[src/rtl/floo_pkg.sv]
// ============================================================================
// Module      : floo_pkg
// Description : Shared FlooNoC definitions. Holds the AXI B-response encodings,
//               the multicast B-reducer entry state type, and the worst-case
//               B-response merge function.
// Revision    : 1.0 - initial release
// ============================================================================
`default_nettype none

package floo_pkg;

    // AXI response encodings
    localparam logic [1:0] AXI_RESP_OKAY   = 2'b00;
    localparam logic [1:0] AXI_RESP_EXOKAY = 2'b01;
    localparam logic [1:0] AXI_RESP_SLVERR = 2'b10;
    localparam logic [1:0] AXI_RESP_DECERR = 2'b11;

    typedef enum logic [0:0] {
        IDLE    = 1'b0,
        COLLECT = 1'b1
    } mcast_b_state_e;

    // Severity rank of a response: EXOKAY < OKAY < SLVERR < DECERR.
    // EXOKAY and OKAY are swapped relative to their encodings; the error
    // codes already sort by severity.
    function automatic logic [1:0] bresp_rank(input logic [1:0] resp);
        logic [1:0] rank;
        case (resp)
            AXI_RESP_EXOKAY: rank = 2'd0;
            AXI_RESP_OKAY:   rank = 2'd1;
            default:         rank = resp;
        endcase
        return rank;
    endfunction

    // Returns the more severe of two responses. EXOKAY is the identity.
    function automatic logic [1:0] merge_bresp(input logic [1:0] a, input logic [1:0] b);
        return (bresp_rank(a) >= bresp_rank(b)) ? a : b;
    endfunction

endpackage

`default_nettype wire

[src/rtl/floo_mcast_b_reducer_if.sv]
// ============================================================================
// Module      : floo_mcast_b_reducer_if
// Description : Bus bundle for the multicast B reducer.
//               AW tracking: aw_valid_i / aw_ready_o / aw_id_i / aw_ndst_i
//               NoC B in   : b_valid_i / b_ready_o / b_id_i / b_resp_i
//               Merged B   : b_valid_o / b_ready_i / b_id_o / b_resp_o
//               slave  = reducer view, master = environment view.
// Revision    : 1.0 - initial release
// ============================================================================
`default_nettype none

interface floo_mcast_b_reducer_if #(
    parameter int unsigned IdWidth  = 4,
    parameter int unsigned MaxDst   = 16,
    parameter int unsigned CntWidth = $clog2(MaxDst + 1)
) ();

    logic                aw_valid_i;
    logic                aw_ready_o;
    logic [IdWidth-1:0]  aw_id_i;
    logic [CntWidth-1:0] aw_ndst_i;

    logic                b_valid_i;
    logic                b_ready_o;
    logic [IdWidth-1:0]  b_id_i;
    logic [1:0]          b_resp_i;

    logic                b_valid_o;
    logic                b_ready_i;
    logic [IdWidth-1:0]  b_id_o;
    logic [1:0]          b_resp_o;

    modport slave (
        input  aw_valid_i, aw_id_i, aw_ndst_i,
        output aw_ready_o,
        input  b_valid_i, b_id_i, b_resp_i,
        output b_ready_o,
        output b_valid_o, b_id_o, b_resp_o,
        input  b_ready_i
    );

    modport master (
        output aw_valid_i, aw_id_i, aw_ndst_i,
        input  aw_ready_o,
        output b_valid_i, b_id_i, b_resp_i,
        input  b_ready_o,
        input  b_valid_o, b_id_o, b_resp_o,
        output b_ready_i
    );

endinterface

`default_nettype wire

[src/rtl/floo_mcast_b_reducer_entry.sv]
// ============================================================================
// Module      : floo_mcast_b_entry
// Description : Per-ID tracker of one outstanding multicast write. Holds the
//               IDLE/COLLECT state, the remaining-B counter and the merged
//               response so far.
//   clk_i, rst_ni : clock, asynchronous active-low reset
//   aw_load_i     : allocate (only asserted while idle), aw_ndst_i = B count
//   b_hit_i       : B accepted for this entry (only asserted while collecting)
//   b_resp_i      : response of that B
//   idle_o        : entry free
//   last_o        : next accepted B completes the write
//   merged_o      : accumulated response merged with b_resp_i
// Revision    : 1.0 - initial release
// ============================================================================
`default_nettype none

module floo_mcast_b_entry
    import floo_pkg::*;
#(
    parameter int unsigned CntWidth = 5
) (
    input  logic                clk_i,
    input  logic                rst_ni,
    input  logic                aw_load_i,
    input  logic [CntWidth-1:0] aw_ndst_i,
    input  logic                b_hit_i,
    input  logic [1:0]          b_resp_i,
    output logic                idle_o,
    output logic                last_o,
    output logic [1:0]          merged_o
);

    localparam logic [0:0] ST_IDLE    = 1'(IDLE);
    localparam logic [0:0] ST_COLLECT = 1'(COLLECT);

    logic [0:0]          r_state;
    logic [CntWidth-1:0] r_cnt;
    logic [1:0]          r_acc;

    assign idle_o   = (r_state == ST_IDLE);
    assign last_o   = (r_cnt == CntWidth'(1));
    assign merged_o = merge_bresp(r_acc, b_resp_i);

    // Load and hit never coincide: load needs IDLE, hit needs COLLECT.
    always_ff @(posedge clk_i or negedge rst_ni) begin
        if (!rst_ni) begin
            r_state <= ST_IDLE;
            r_cnt   <= '0;
            r_acc   <= AXI_RESP_OKAY;
        end else if (aw_load_i) begin
            r_state <= ST_COLLECT;
            r_cnt   <= aw_ndst_i;
            r_acc   <= AXI_RESP_EXOKAY;
        end else if (b_hit_i) begin
            r_cnt <= r_cnt - CntWidth'(1);
            r_acc <= merged_o;
            if (last_o) begin
                r_state <= ST_IDLE;
            end
        end
    end

endmodule

`default_nettype wire

[src/rtl/floo_mcast_b_reducer.sv]
// ============================================================================
// Module      : floo_mcast_b_reducer
// Description : Collects the per-destination B responses of multicast writes
//               and emits one merged (worst-case) B per write. One tracker
//               entry per AXI ID; one B input and at most one completion per
//               cycle; merged B registered (1 cycle after the last B).
//   clk_i, rst_ni : clock, asynchronous active-low reset
//   bus           : floo_mcast_b_reducer_if.slave (AW track, B in, merged B)
//   busy_o        : at least one entry is collecting
//   stray_cnt_o   : saturating count of Bs hitting an idle entry
//                   (only with FLOO_MCAST_B_STRAY_CNT_EN defined)
// Revision    : 1.0 - initial release
// ============================================================================
`default_nettype none

module floo_mcast_b_reducer
    import floo_pkg::*;
#(
    parameter int unsigned IdWidth  = 4,
    parameter int unsigned MaxDst   = 16,
    parameter int unsigned CntWidth = $clog2(MaxDst + 1)
) (
    input  logic                          clk_i,
    input  logic                          rst_ni,
    floo_mcast_b_reducer_if.slave         bus,
`ifdef FLOO_MCAST_B_STRAY_CNT_EN
    output logic [15:0]                   stray_cnt_o,
`endif
    output logic                          busy_o
);

    localparam int unsigned NumIds = 2 ** IdWidth;

    logic [NumIds-1:0] w_idle;
    logic [NumIds-1:0] w_last;
    logic [NumIds-1:0] w_load;
    logic [NumIds-1:0] w_hit;
    logic [1:0]        w_merged [NumIds];

    logic w_aw_hs, w_b_hs, w_ndst_nz, w_b_idle, w_complete, w_stray;

    logic               r_b_valid;
    logic [IdWidth-1:0] r_b_id;
    logic [1:0]         r_b_resp;

    assign bus.aw_ready_o = w_idle[bus.aw_id_i];
    // Stall every incoming B while the output register is blocked; simpler
    // than distinguishing completing from non-completing Bs.
    assign bus.b_ready_o  = ~r_b_valid | bus.b_ready_i;

    assign w_aw_hs    = bus.aw_valid_i & bus.aw_ready_o;
    assign w_b_hs     = bus.b_valid_i & bus.b_ready_o;
    assign w_ndst_nz  = |bus.aw_ndst_i;
    assign w_b_idle   = w_idle[bus.b_id_i];
    assign w_complete = w_b_hs & ~w_b_idle & w_last[bus.b_id_i];
    assign w_stray    = w_b_hs & w_b_idle;

    generate
        for (genvar gi = 0; gi < NumIds; gi++) begin : g_entry
            // A zero-destination AW is accepted but allocates nothing.
            assign w_load[gi] = w_aw_hs & w_ndst_nz & (bus.aw_id_i == IdWidth'(gi));
            assign w_hit[gi]  = w_b_hs & ~w_idle[gi] & (bus.b_id_i == IdWidth'(gi));

            floo_mcast_b_entry #(
                .CntWidth (CntWidth)
            ) u_entry (
                .clk_i     (clk_i),
                .rst_ni    (rst_ni),
                .aw_load_i (w_load[gi]),
                .aw_ndst_i (bus.aw_ndst_i),
                .b_hit_i   (w_hit[gi]),
                .b_resp_i  (bus.b_resp_i),
                .idle_o    (w_idle[gi]),
                .last_o    (w_last[gi]),
                .merged_o  (w_merged[gi])
            );
        end
    endgenerate

    // Merged-B output register. A completion can only arrive when the
    // register is empty or being drained, so it never overwrites a live B.
    always_ff @(posedge clk_i or negedge rst_ni) begin
        if (!rst_ni) begin
            r_b_valid <= 1'b0;
            r_b_id    <= '0;
            r_b_resp  <= AXI_RESP_OKAY;
        end else if (w_complete) begin
            r_b_valid <= 1'b1;
            r_b_id    <= bus.b_id_i;
            r_b_resp  <= w_merged[bus.b_id_i];
        end else if (bus.b_ready_i) begin
            r_b_valid <= 1'b0;
        end
    end

    assign bus.b_valid_o = r_b_valid;
    assign bus.b_id_o    = r_b_id;
    assign bus.b_resp_o  = r_b_resp;
    assign busy_o        = ~&w_idle;

`ifdef FLOO_MCAST_B_STRAY_CNT_EN
    logic [15:0] r_stray_cnt;

    always_ff @(posedge clk_i or negedge rst_ni) begin
        if (!rst_ni) begin
            r_stray_cnt <= '0;
        end else if (w_stray && (r_stray_cnt != 16'hFFFF)) begin
            r_stray_cnt <= r_stray_cnt + 16'd1;
        end
    end

    assign stray_cnt_o = r_stray_cnt;
`endif

`ifndef SYNTHESIS
    a_ndst_nonzero : assert property (@(posedge clk_i) disable iff (!rst_ni)
        !(w_aw_hs && !w_ndst_nz))
        else $warning("floo_mcast_b_reducer: multicast AW with zero destinations");

    a_no_stray_b : assert property (@(posedge clk_i) disable iff (!rst_ni)
        !w_stray)
        else $warning("floo_mcast_b_reducer: B received for an idle ID, consumed");
`endif

endmodule

`default_nettype wire

[src/flat_wrapper.sv]
// flat-port wrapper written by rule: the top's interface ports become plain ports
module floo_mcast_b_reducer_flat import floo_pkg::*;
#(
    parameter int unsigned IdWidth  = 4,
    parameter int unsigned MaxDst   = 16,
    parameter int unsigned CntWidth = $clog2(MaxDst + 1)
)
  (clk_i, rst_ni, busy_o, bus_aw_valid_i, bus_aw_id_i, bus_aw_ndst_i, bus_aw_ready_o, bus_b_valid_i, bus_b_id_i, bus_b_resp_i, bus_b_ready_o, bus_b_valid_o, bus_b_id_o, bus_b_resp_o, bus_b_ready_i);
  floo_mcast_b_reducer_if #(.IdWidth(IdWidth), .MaxDst(MaxDst), .CntWidth(CntWidth)) bus_i ();
  input  logic clk_i;
  input  logic rst_ni;
  output logic busy_o;
  input wire logic [$bits(bus_i.aw_valid_i)-1:0] bus_aw_valid_i;
  input wire logic [$bits(bus_i.aw_id_i)-1:0] bus_aw_id_i;
  input wire logic [$bits(bus_i.aw_ndst_i)-1:0] bus_aw_ndst_i;
  output wire logic [$bits(bus_i.aw_ready_o)-1:0] bus_aw_ready_o;
  input wire logic [$bits(bus_i.b_valid_i)-1:0] bus_b_valid_i;
  input wire logic [$bits(bus_i.b_id_i)-1:0] bus_b_id_i;
  input wire logic [$bits(bus_i.b_resp_i)-1:0] bus_b_resp_i;
  output wire logic [$bits(bus_i.b_ready_o)-1:0] bus_b_ready_o;
  output wire logic [$bits(bus_i.b_valid_o)-1:0] bus_b_valid_o;
  output wire logic [$bits(bus_i.b_id_o)-1:0] bus_b_id_o;
  output wire logic [$bits(bus_i.b_resp_o)-1:0] bus_b_resp_o;
  input wire logic [$bits(bus_i.b_ready_i)-1:0] bus_b_ready_i;
  assign bus_i.aw_valid_i = bus_aw_valid_i;
  assign bus_i.aw_id_i = bus_aw_id_i;
  assign bus_i.aw_ndst_i = bus_aw_ndst_i;
  assign bus_aw_ready_o = bus_i.aw_ready_o;
  assign bus_i.b_valid_i = bus_b_valid_i;
  assign bus_i.b_id_i = bus_b_id_i;
  assign bus_i.b_resp_i = bus_b_resp_i;
  assign bus_b_ready_o = bus_i.b_ready_o;
  assign bus_b_valid_o = bus_i.b_valid_o;
  assign bus_b_id_o = bus_i.b_id_o;
  assign bus_b_resp_o = bus_i.b_resp_o;
  assign bus_i.b_ready_i = bus_b_ready_i;
  floo_mcast_b_reducer #(.IdWidth(IdWidth), .MaxDst(MaxDst), .CntWidth(CntWidth)) u_core (.clk_i(clk_i), .rst_ni(rst_ni), .bus(bus_i), .busy_o(busy_o));
endmodule
[config.mk]
export PLATFORM = sky130hd
export DESIGN_NAME = floo_mcast_b_reducer_flat
export DESIGN_NICKNAME = d
export VERILOG_FILES = /design/src/rtl/floo_pkg.sv /design/src/rtl/floo_mcast_b_reducer_if.sv /design/src/rtl/floo_mcast_b_reducer_entry.sv /design/src/rtl/floo_mcast_b_reducer.sv /design/src/flat_wrapper.sv
export SDC_FILE = /design/constraint.sdc
export NUM_CORES = 1
export LEC_CHECK = 0
export BUFFER_PORTS_ARGS = -buffer_cell sky130_fd_sc_hd__buf_2
export CORE_MARGIN = 2
export CORE_UTILIZATION = 45
export DETAILED_ROUTE_END_ITERATION = 16
export GPL_ROUTABILITY_DRIVEN = 0
export GPL_TIMING_DRIVEN = 0
export PLACE_DENSITY = 0.65
export SYNTH_ARGS = -nofsm -noshare
export SYNTH_HDL_FRONTEND = slang
export SYNTH_SLANG_ARGS = --single-unit
export TNS_END_PERCENT = 1
[constraint.sdc]
create_clock -name clk_i -period 2.61 [get_ports clk_i]
set_input_delay 0.3915 -clock clk_i [delete_from_list [all_inputs] [get_ports clk_i]]
set_output_delay 0.3915 -clock clk_i [all_outputs]
set_load 0.05 [all_outputs]
After elaboration in Yosys (flattened, before gate mapping)
Cells that the tools add are included.
Word-level totals
  register bits: 135
Operators by class
  bitwise logic cells: 73
  reduce and logical (&&, ||, !) cells: 71
  add/sub/neg operators: 16
  mux-type cells: 156
  eq/ne operators: 63
  order comparisons: 19
Operators by type and width (number)
  5-bit 2-to-1 mux: 32
  2-bit 2-to-1 mux: 50
  5-bit by 1-bit equality test with 1-bit output, second input constant: 16
  5-bit by 1-bit subtractor with 5-bit output, second input constant: 16
  2-bit one-hot mux with 2 select lines: 17
  2-bit nonzero test: 33
  4-bit equality test, second input constant: 16
  1-bit AND: 53
  1-bit 2-to-1 mux: 53
  2-bit by 1-bit equality test with 1-bit output, second input constant: 17
  2-bit logical NOT: 17
  4-bit by 3-bit equality test with 1-bit output, second input constant: 8
  2-bit greater-or-equal comparator: 16
  2-bit AND reduction: 16
  1-bit NOT: 18
  4-bit by 2-bit equality test with 1-bit output, second input constant: 4
  16-bit AND reduction: 1
  1-bit binary-select mux with 4-bit select: 3
  4-bit by 5-bit less-than comparator with 1-bit output, second input constant: 2
  2-bit binary-select mux with 4-bit select: 1
  4-bit by 1-bit equality test with 1-bit output, second input constant: 2
  4-bit logical NOT: 2
  5-bit greater-or-equal comparator, second input constant: 1
  4-bit NOT with 5-bit output: 1
  other kinds (3): 3

Longest topological paths before layout
Gate-level depths: netlist (run 1).
  depth after elaboration: 8
  gate-level depth with buffers: 12
  depth with buffers taken out: 11

Cells and area by module
From an unflattened synthesis (run 1), not the netlist that was laid out.
Unflattened totals
  cell total of the unflattened synthesis: 1077
  area, all modules: 10498.8 µm²
Modules (own cells, without submodules)
  floo_mcast_b_entry: area each 578.1 µm², cells each 59, times used 16, seq. area each 200.2 µm²
  floo_mcast_b_reducer: area each 1249.9 µm², cells each 133, times used 1, seq. area each 175.2 µm²

Least setup slack after synthesis (run 1)
OpenSTA, ideal clock, no wires.
  path type: input -> register
  start point: input bus_b_resp_i[0]
  end point: register u_core.r_b_resp[0] (netlist: u_core.bus.b_resp_o[0])
  setup time: 0.125 ns
  path slack: -0.591 ns
  data arrival time: 3.076 ns
  buffers on the path: 1
  data required time: 2.485 ns
  stages: 12
  cells stage by stage: clkbuf_1 clkinv_1 ha_1 inv_1 ha_1 nand2b_1 maj3_1 mux2i_1 a22oi_1 nor4b_2 o311ai_1 mux2_2
Between the ends
  cells in the longest elaborated chain, start to end: 7
  elaborated cells on any way between the ends: 38
  classes of those cells: 16 x order compare; 1 x eq/ne; 20 x mux; 1 x reduce/logical
Ends and longest elaborated chain
  start, declared: RTL line flat_wrapper.sv:19  | input wire logic [$bits(bus_i.b_resp_i)-1:0] bus_b_resp_i;
  2-bit by 1-bit equality test with 1-bit output / 2-bit logical NOT (equally long branches): RTL line floo_pkg.sv:28  | case (resp)
  2-bit one-hot mux with 2 select lines: RTL line floo_pkg.sv:28
  2-bit greater-or-equal comparator: RTL line floo_pkg.sv:38  | return (bresp_rank(a) >= bresp_rank(b)) ? a : b;
  2-bit 2-to-1 mux: RTL line floo_pkg.sv:38
  2-bit binary-select mux with 4-bit select (*): RTL line floo_mcast_b_reducer.sv:90  | r_b_resp <= w_merged[bus.b_id_i];
  2-bit 2-to-1 mux (implied by the code) (*) (2 in series): RTL line floo_mcast_b_reducer.sv:90
  end signal, assigned: RTL line floo_mcast_b_reducer.sv:90
  end, declared: RTL line floo_mcast_b_reducer.sv:44  | logic [1:0] r_b_resp;
Mark *: on every way between the ends. The rest lies on a longest branch, timed or not. The select of a mux whose other input is x is not followed.
A chain may end at the register's enable or synchronous reset.

Final worst setup path (run 1)
Ends and elaborated chain as after synthesis.

==> results.toml, run 1 <==
[layout]
fin_area_um2 = 10900
multi_input_area_um2 = 5690
n_antenna_cell = 0
area_growth_pct = 15.6
layout.nets = 1205
ff_latch_area_um2 = 3380
drive_above_1_share_pct = 14.0
num-fill-cells = 1850

[global_route]
grt_pass1_vias = 7770
grt_pass1_wl_mm = 43.0
grt_start_max_net_pins = 76
grtUsageTotal_pct = 25.5
grt_overflow = 0
antenna_found_initial = 0

[timing]
slew-limit-headroom_pct = 39.3
finalSetupViolCount = 1
finalHoldViolCount = 0
fin_setup_tns_ps = -65.2
final-max-slew-violation-count = 0
max_freq_mhz = 374
fin_crit_sh_pct = 102
min_period_ps = 2680
fin_ws_ps = -65.2
rsz0062_at_grt = "yes"
worst-slew-pin-transition_ps = 911
fin_worst_skew_ps = 6.84

[synthesis]
ys_async_sr_fraction_pct = 100
synth_seq_cells = 135
ys.warnings.count = 0
synth-edff-count = 0
avgSynthCellArea_um2 = 8.94
synth_cells = 1051
yosysTopAreaCell = "dfrtp_1"
ys_top_cells_by_area = "dfrtp_1 36%, ha_1 11%, o21ai_0 5.0%"
synth_cell_types = 75
synth_flop_cell = "dfrtp_1"
ys_seq_area_share_pct = 35.9
synthTopCellsByCount = "135 x dfrtp_1, 114 x nand2_1, 93 x o21ai_0"
synth.most_common_cell = "dfrtp_1"
yosysTopAreaCellShare_pct = 35.9
syn_nets = 1153
synth_area_um2 = 9400

[die]
die-area_um2 = 22100
num_io_pins = 30
num_rows = 52
die_x_um = 149
coreArea_um2 = 20400
start_util_pct = 46.2
die_h_um = 149

[critical_path]
arrival_ps = 2980
cp.required_ps = 2920
cp_num_cells = 14
max_stage_delay_ps = 320
reg2reg_depth = 10
r2r-end = "u_core.bus.b_resp_o[0]"
end_kind = "flip-flop"
crit_family = "adder cells"
path_cells = "buf_4, clkbuf_16, clkinv_8, ha_4, clkinvlp_4, buf_6, ha_1, nand2b_4, maj3_2, mux2i_1, a22oi_1, and3_1, o311ai_2, mux2_4"
worstReg2RegStart = "u_core.g_entry[15].u_entry.r_acc[1]"
reg2reg_slack_ps = -40
path_class = "input pin to flip-flop"
cp_max_fo = 7
start_kind = "input pin"
worst-path-buf-inv = 5
crit_path_top_delay_cell = "maj3_2"

[place]
dpl_cell_area_um2 = 9950
place.port_buffers = 22
post-place-ws_ps = -944
place_hpwl_mm = 19.2

[routing]
met3_length_mm = 1.86
post_drt_wl_per_cell_um = 19.6
drtIter0Drc = 687
vias = 8015
wl_met1_mm = 12.0
drcViolationCount = 0
antenna_left = 0
finalWirelength_mm = 27.1
first_pass_iters = 6
wl_met2_mm = 12.7
top_layer = "met4"
avgViaCountPerCell = 5.79

[clocking]
cts_max_level = 4
cts_sinks = 135
cts_inserted_buffers = 17
ctsHoldBuffers = 0
root_buffer = "clkbuf_16"
clockBufferDepth = 2
worstSkewPairLatency_ps = 420
cts.clk_slew.worst_paths_ps = 60
cts_tree = "done"

[outcome]
status = "finished, violations left"
violations = "negative setup slack"

[worst_hold_path]
min_path_type = "input pin to async pin"

[power]
peakVddDrop_mv = 0.434
power_mw = 10.5
power_density_nw_per_um2 = 964
leakagePower_nw = 4.56

[flow_run]
maxCapViolations = 0
-- flip-flops by register name (all words and copies together), names as in the netlist --
register / count
u_core.bus.b_id_o: 4
u_core.bus.b_resp_o: 2
u_core.bus.b_valid_o: 1
u_core.g_entry.u_entry.r_acc: 32
u_core.g_entry.u_entry.r_cnt: 80
u_core.g_entry.u_entry.r_state: 16
-- worst register-to-register path, cell delays in order (launching register included) --
cell and delay, ps:
dfrtp_1 380, inv_1 90, ha_1 280, ha_1 280, nand2b_1 170, maj3_1 400
mux2i_1 160, a22oi_1 110, nand4_1 210, o311ai_2 140, mux2_4 310
-- logic make-up after synthesis --
family	Yosys count	synth area share, %
XOR/XNOR	56	5.22
flip-flops	135	35.9
adder cells (fa/ha/maj)	95	12.3
multiplexers	49	6.11
AND/OR/NAND/NOR	378	20.8
AO/OA/AOI/OAI	206	13.9
buffers and inverters	132	5.71
-- layer usage --
metal	track usage, %	up-vias
met1	34.4	3862
met3	5.12	50
met4	8.57	0
li1	-	3814
met2	41.1	289
met5	0	-
-- report_power, final --
group	total (mW)	switching [mW]	internal, mW
sequential	3.94	0.928	3.01
clock	2.57	0.964	1.60
combinational	3.97	2.11	1.85
total	10.5	4.01	6.47
-- how the worst max path moves through the flow --
stage	end	start	slack [ps]
floorplan	u_core.bus.b_resp_o[0]	bus_b_resp_i[1]	-250
global placement	u_core.bus.b_resp_o[0]	bus_b_resp_i[0]	-950
detailed placement	u_core.bus.b_resp_o[1]	bus_b_resp_i[0]	-940
CTS	u_core.bus.b_resp_o[0]	u_core.g_entry[5].u_entry.r_acc[1]	-20
global route	u_core.bus.b_resp_o[0]	u_core.g_entry[12].u_entry.r_acc[0]	-120
finish	u_core.bus.b_resp_o[0]	bus_b_resp_i[0]	-70
-- cells in the final DEF (no fill, tap or decap), types with 8 or more instances in the layout --
| cell | n |
|---|---|
| o31ai_1 | 8 |
| o211ai_1 | 15 |
| xor2_1 | 15 |
| clkbuf_1 | 29 |
| o21ai_0 | 92 |
| ha_1 | 78 |
| nor3b_1 | 22 |
| buf_2 | 35 |
| xnor2_1 | 41 |
| a21oi_1 | 27 |
| nand4_1 | 13 |
| buf_4 | 10 |
| clkbuf_16 | 18 |
| nand2b_1 | 29 |
| nor3_1 | 13 |
| nand3_1 | 19 |
| maj3_2 | 8 |
| o221ai_1 | 10 |
| mux2i_1 | 35 |
| nor2_1 | 82 |
| nand2_1 | 114 |
| dfrtp_1 | 135 |
| inv_1 | 76 |
| nor4_1 | 20 |
-- stage by stage --
stage	hold WS, ps	std cells	util, %
global route	74.5	1385	53.3
detailed placement	490	1344	48.9
CTS	35.7	1381	52.6
floorplan	95.9	1051	-
global placement	485	1343	48.7
finish	4.84	1385	53.3
-- area by class of cell --
cell class / count / area share [%]
buffer: 53 / 2.51
clock buffer: 21 / 4.42
clock inverter: 10 / 1.32
inverter: 79 / 2.99
multi-input combinational: 784 / 52.4
sequential: 135 / 31.1
tap: 270 / 3.11
timing repair buffer: 33 / 2.13
-- repair_timing --
action,CTS,global route
gates resized for setup,22,25
buffers inserted,6,4
pin swaps,7,10
endpoints found under the setup margin,22,47
endpoints found under the hold margin,0,0
(Power assumes the default switching activity.)
==> run 2: changes to the inputs <==
- BUFFER_PORTS_ARGS: -buffer_cell sky130_fd_sc_hd__buf_2 -> default
- DONT_BUFFER_PORTS: default -> 1
- PLACE_DENSITY: 0.65 -> 0.66
- SLEW_MARGIN: default -> 20
- clock period: 2.61 -> 2.3 ns (I/O delays scaled with it)
==> run 2 against run 1 <==
The flow finishes with violations (negative hold slack, negative setup slack); largest cell class unchanged; sequential power increased by 21%; global-route usage rose by 0.24 points; clock power increased by 16%; highest routed layer unchanged; hold slack lost 400 ps; combinational power rose by 23%; count of clock-buffer cells in the layout is 1 lower; final cell count grew 0.65%; critical endpoint unchanged; critical path type unchanged; first-iteration DRC count is 4.1% lower; clock skew is 1.9 ps higher; design area up 5.4%; setup slack got worse by 220 ps.
==> results.toml, run 2 (synthesis gave the netlist of run 1 again) <==
[outcome]
status = "finished, violations left"
violations = "negative hold slack, negative setup slack"

[die]
die_h_um = 149
die-area_um2 = 22100
coreArea_um2 = 20400
num_rows = 52
num_io_pins = 30
start_util_pct = 46.2
die_x_um = 149

[routing]
vias = 8148
avgViaCountPerCell = 5.85
post_drt_wl_per_cell_um = 20.2
antenna_left = 0
drtIter0Drc = 659
drcViolationCount = 0
finalWirelength_mm = 28.1
first_pass_iters = 8

[power]
power_density_nw_per_um2 = 1100
swShare_pct = 38.0
leakagePower_nw = 4.73
combPwrFrac_pct = 38.7
peakVddDrop_mv = 0.572
intPower_mw = 7.82
power_mw = 12.6
power_frac_seq_pct = 37.8
clkPwrFrac_pct = 23.6
p_sw_mw = 4.80

[global_route]
grtUsageTotal_pct = 25.7
grt_overflow = 0
grt_start_max_net_pins = 136
grt_pass1_vias = 7828
grt_pass1_wl_mm = 43.4
antenna_found_initial = 0

[timing]
rsz0062_at_grt = "yes"
final-max-slew-violation-count = 0
fin_crit_sh_pct = 112
max_freq_mhz = 386
finalHoldViolCount = 135
worst-slew-pin-transition_ps = 903
whs_ps = -390
fin_ws_ps = -287
min_period_ps = 2590
finalSetupViolCount = 24
slew-limit-headroom_pct = 39.8
fin_worst_skew_ps = 8.73

[critical_path]
end_kind = "flip-flop"
max_stage_delay_ps = 440
cp.required_ps = 2620
path_cells = "buf_12, clkinv_8, buf_4, ha_1, or3b_4, buf_6, maj3_2, mux2i_1, nor2_1, nor4b_4, o311ai_2, mux2_4"
cp_max_fo = 10
arrival_ps = 2910
reg2reg_slack_ps = -270
crit_path_top_delay_cell = "or3b_4"
path_class = "input pin to flip-flop"
start_kind = "input pin"

[clocking]
clockBufferDepth = 2
root_buffer = "clkbuf_16"
cts.clk_slew.worst_paths_ps = 60
cts_max_level = 4
worstSkewPairLatency_ps = 430
cts_inserted_buffers = 17
cts_sinks = 135
cts_tree = "done"

[place]
place_hpwl_mm = 18.9
dpl_cell_area_um2 = 9810
post-place-cells = 1321
post-place-ws_ps = -1130
place.port_buffers = 0

[layout]
area_growth_pct = 21.8
layout.nets = 1213
drive_above_1_share_pct = 22.3
mostFrequentLayoutCells = "124 x dfrtp_1, 114 x nand2_1, 86 x o21ai_0"
largest_register = "u_core.g_entry.u_entry.r_cnt"
final_common_cell = "dfrtp_1"
largestRegisters = "u_core.g_entry.u_entry.r_cnt (80), u_core.g_entry.u_entry.r_acc (32), u_core.g_entry.u_entry.r_state (16)"
final_cells = 1394
n_antenna_cell = 0
largest_reg_flops = 80
fin_area_um2 = 11400

[flow_run]
maxCapViolations = 0

[worst_hold_path]
min_path_type = "input pin to async pin"
run 2: layer usage:
layer	global-route usage (%)	share of wire, %
met5	0	0
met4	8.76	2.5
met3	4.91	6.0
met2	42.5	48
met1	33.9	43
run 2: critical path: cells and delay by family:
| family | cells | cell delay [ps] |
|---|---|---|
| buffers and inverters | 4 | 520 |
| muxes | 2 | 500 |
| AOI/OAI and AO/OA | 1 | 160 |
| adders and majority gates | 2 | 560 |
| and+or+nand+nor | 3 | 830 |
run 2: power by group through the flow:
stage,clock network [mW],logic (mW),registers (mW)
finish,2.98,4.88,4.77
global placement,0,3.77,4.64
CTS,2.99,4.50,4.68
floorplan,0,3.18,4.37
detailed placement,0,3.93,4.65
global route,3.10,5.44,4.88
run 2: path summary, 6_finish.rpt:
check                                                    start                                 end  cells after the start
setup / recovery                               bus_b_resp_i[1]              u_core.bus.b_resp_o[0]                     12
hold / removal                                          rst_ni  u_core.g_entry[8].u_entry.r_acc[1]                      0
setup reg to reg           u_core.g_entry[15].u_entry.r_acc[0]              u_core.bus.b_resp_o[0]                     10
hold reg to reg             u_core.g_entry[9].u_entry.r_cnt[1]  u_core.g_entry[9].u_entry.r_cnt[1]                      1
max in group asynchronous                               rst_ni  u_core.g_entry[15].u_entry.r_state                      0
min in group clk_i                              bus_aw_id_i[2]   u_core.g_entry[6].u_entry.r_state                      2
run 2: cell type report:
cell class	instances	area [µm²]
inverters	79	325
clock inverters	12	175
flip-flops and latches	135	3390
multi-input cells	784	6100
well taps	270	338
repair buffers	42	349
plain buffers	52	315
fillers	1766	8920
clock buffers	20	457
run 2: stage by stage:
stage               util (%)  TNS, ps  hold slack [ps]
finish                  56.2    -1910             -390
global placement        48.2   -46770             56.6
CTS                     54.4    -2350             -399
detailed placement      48.2   -49270             58.1
global route            56.2    -6360             -400
floorplan                  -    -5820             49.4
run 2: timing repair:
item	4_1_cts	5_1_grt
gates cloned	0	1
pin swaps	16	16
endpoints found under the setup margin	131	100
gates resized for setup	106	63
setup buffers	27	14
hold endpoints to repair	135	135
==> run 3: changes to the inputs <==
- SYNTH_HIERARCHICAL: default -> 1
==> run 3 against run 2 <==
The flow still finishes with violations (negative hold slack, negative setup slack); setup slack worse by 240 ps; global-route usage decreased by 4.2 points; sequential share of layout area down 4.2 points; non-clock buffer count fell by 28; clock power is 6.7% lower; design area grew 16%; core utilization up 2.2 points; sequential power is 4.6% lower; via count down 3.8%; die area is 11% higher; critical endpoint is now u_core/bus.b_resp_o[0].
==> results.toml, run 3 <==
[timing]
final-max-slew-violation-count = 0
fin_crit_sh_pct = 123
finalHoldViolCount = 135
slew-limit-headroom_pct = 48.8
whs_ps = -388
worst-slew-pin-transition_ps = 769
fin_ws_ps = -524
rsz0062_at_grt = "yes"
min_period_ps = 2820
fin_worst_skew_ps = 10.3
finalSetupViolCount = 22
max_freq_mhz = 354

[power]
p_sw_mw = 4.99
combPwrFrac_pct = 44.4
clkPwrFrac_pct = 21.1
leakagePower_nw = 5.49
swShare_pct = 37.8
power_density_nw_per_um2 = 991
power_frac_seq_pct = 34.5
intPower_mw = 8.21
peakVddDrop_mv = 0.583

[synthesis]
ys_seq_area_share_pct = 32.2
synthTopCellsByCount = "135 x dfrtp_1, 130 x inv_1, 128 x ha_1"
yosysTopAreaCell = "dfrtp_1"
synth-compound-area-share_pct = 6.84
synth_area_um2 = 10500
ys_top_cells_by_area = "dfrtp_1 32%, ha_1 15%, mux2i_1 6.3%"
yosys.area_share.xor_xnor_pct = 5.34
synth_cells = 1077
synth_cell_types = 45
ys.warnings.count = 6
synth-edff-count = 0
synth_top_family_by_area = "simple AND/OR/NAND/NOR gates"
avgSynthCellArea_um2 = 9.75
synth_flop_cell = "dfrtp_1"
synth_seq_cells = 135
synth_fa_ha_area_share_pct = 15.3
ys_async_sr_fraction_pct = 100
yosysTopAreaCellShare_pct = 32.2
synth-simple-area-share_pct = 20.9
syn_nets = 1225
synth_mux_area_share_pct = 13.8
synth.most_common_cell = "dfrtp_1"

[clocking]
cts_max_level = 4
clockBufferDepth = 2
worstSkewPairLatency_ps = 430
cts_tree = "done"
cts_inserted_buffers = 17
root_buffer = "clkbuf_16"
cts_sinks = 135
cts.clk_slew.worst_paths_ps = 60

[outcome]
violations = "negative hold slack, negative setup slack"
status = "finished, violations left"

[flow_run]
maxCapViolations = 0

[layout]
final_util_pct = 58.4
largestRegisters = "u_core/g_entry.u_entry/r_cnt (80), u_core/g_entry.u_entry/r_acc (32), u_core/g_entry.u_entry/r_state (16)"
mostFrequentLayoutCells = "134 x dfrtp_1, 83 x nand2_1, 71 x ha_1"
drive_above_1_share_pct = 34.1
area_growth_pct = 26.8
n_antenna_cell = 0
largest_reg_flops = 80
final_common_cell = "dfrtp_1"
largest_register = "u_core/g_entry.u_entry/r_cnt"
layout.nets = 1285

[routing]
drtIter0Drc = 493
avgViaCountPerCell = 5.36
post_drt_wl_per_cell_um = 17.7
drcViolationCount = 0
vias = 7842
first_pass_iters = 5
antenna_left = 0
finalWirelength_mm = 25.8

[critical_path]
crit_path_top_delay_cell = "mux4_2"
start_kind = "flip-flop"
worstReg2RegStart = "u_core/g_entry[15].u_entry/r_acc[0]"
startpoint = "u_core/g_entry[15].u_entry/r_acc[0]"
crit_top_cell = "mux4_2"
cp.required_ps = 2620
cp_max_fo = 3
reg2reg_depth = 8
end_kind = "flip-flop"
arrival_ps = 3140
path_cells = "ha_1, nor3_2, ha_4, a21oi_4, mux2i_1, mux4_2, mux4_2, mux2_4"
max_stage_delay_ps = 530
path_class = "flip-flop to flip-flop"
crit_path_end = "u_core/bus.b_resp_o[0]"
reg2reg_slack_ps = -520
r2r-end = "u_core/bus.b_resp_o[0]"

[die]
die-area_um2 = 24600
num_io_pins = 30
coreArea_um2 = 22800
num_rows = 55
die_x_um = 157
start_util_pct = 46.1
die_h_um = 157

[global_route]
grt_overflow = 0
grt_pass1_vias = 7771
antenna_found_initial = 0
grt_start_max_net_pins = 136
grtUsageTotal_pct = 21.5
grt_pass1_wl_mm = 41.0

[place]
place_hpwl_mm = 17.2
place.port_buffers = 0

[worst_hold_path]
min_path_type = "input pin to async pin"
## run 3: cell types whose count changed in the layout (fill, tap and decap cells not counted), sizes merged, moves of 21 or more
cell	before	now
mux2i	36	66
nand2b	31	70
nand3	23	2
o21ai	94	64
mux2	7	37
ha	82	128
nor4b	9	32
nor3b	23	0
a21oi	27	53
inv	77	134
nor2	90	51
nand2	114	86
## run 3: timing repair
item,4_1_cts,5_1_grt
hold endpoints to repair,135,135
setup buffers,6,35
gates cloned,0,0
gates resized for setup,60,93
pin swaps,9,47
setup endpoints to repair,135,112
## run 3: power by group through the flow
stage	registers [mW]	clock network [mW]	logic, mW
after floorplan	4.32	0	3.77
after global placement	4.51	0	4.37
after detailed placement	4.53	0	4.56
after CTS	4.52	2.83	4.95
after global routing	4.70	2.92	6.55
final	4.55	2.78	5.86
## run 3: how the worst min path moves through the flow
stage,start,endpoint,slack [ps],cells after the start
after CTS,rst_ni,u_core/g_entry[1].u_entry/r_cnt[0],-410,0
after floorplan,rst_ni,u_core/bus.b_id_o[0],50,0
after global placement,rst_ni,u_core/g_entry[4].u_entry/r_cnt[2],60,0
after detailed placement,rst_ni,u_core/g_entry[4].u_entry/r_acc[0],60,0
final,rst_ni,u_core/g_entry[4].u_entry/r_acc[0],-390,0
after global routing,rst_ni,u_core/g_entry[4].u_entry/r_cnt[4],-410,0
## run 3: cells by family (layout without fill, tap and decap cells)
kind of cell             count (synthesis)  in the layout
AO/OA/AOI/OAI                          131            131
XOR/XNOR                                64             64
multiplexers                           118            118
buffers and inverters                  155            228
flip-flops                             135            135
adder cells (fa/ha/maj)                128            128
AND/OR/NAND/NOR                        346            346
## run 3: final cells by class
class,instances,area (µm²)
fillers,1877,9470
multi-input cells,787,7960
flip-flops and latches,135,3380
inverters,130,553
clock buffers,19,453
well taps,313,392
repair buffers,41,308
clock inverters,13,143
plain buffers,25,128
## run 3: per-layer routing
layer  wire length [µm]  global-route usage, %  vias up  share of wire (%)
met5                  0                      0        -                  0
met4                410                   5.11        0                1.6
met3               1220                   4.71       30                4.7
met2              12700                   36.2      138                 49
met1              11500                   28.3     3855                 44
li1                   -                      -     3819                  -
## run 3: critical path: cells and delay by family (launching register included)
family / cells / cell delay [ps]
AO/OA/AOI/OAI: 1 / 140
adder cells (fa/ha/maj): 2 / 490
flip-flops: 1 / 410
multiplexers: 4 / 1400
AND/OR/NAND/NOR: 1 / 270
## run 3: through the flow
stage               power (mW)  setup TNS, ps  instances  worst slack (ps)  area [µm²]
CTS                       12.3          -8480       1428              -569       12600
finish                    13.2          -2990       1463              -524       13300
floorplan                 8.09          -5610       1077              -340       11200
global route              14.2          -8600       1463              -572       13300
detailed placement        9.09         -76500       1390             -1200       11600
global placement          8.88         -77340       1390             -1140       11600
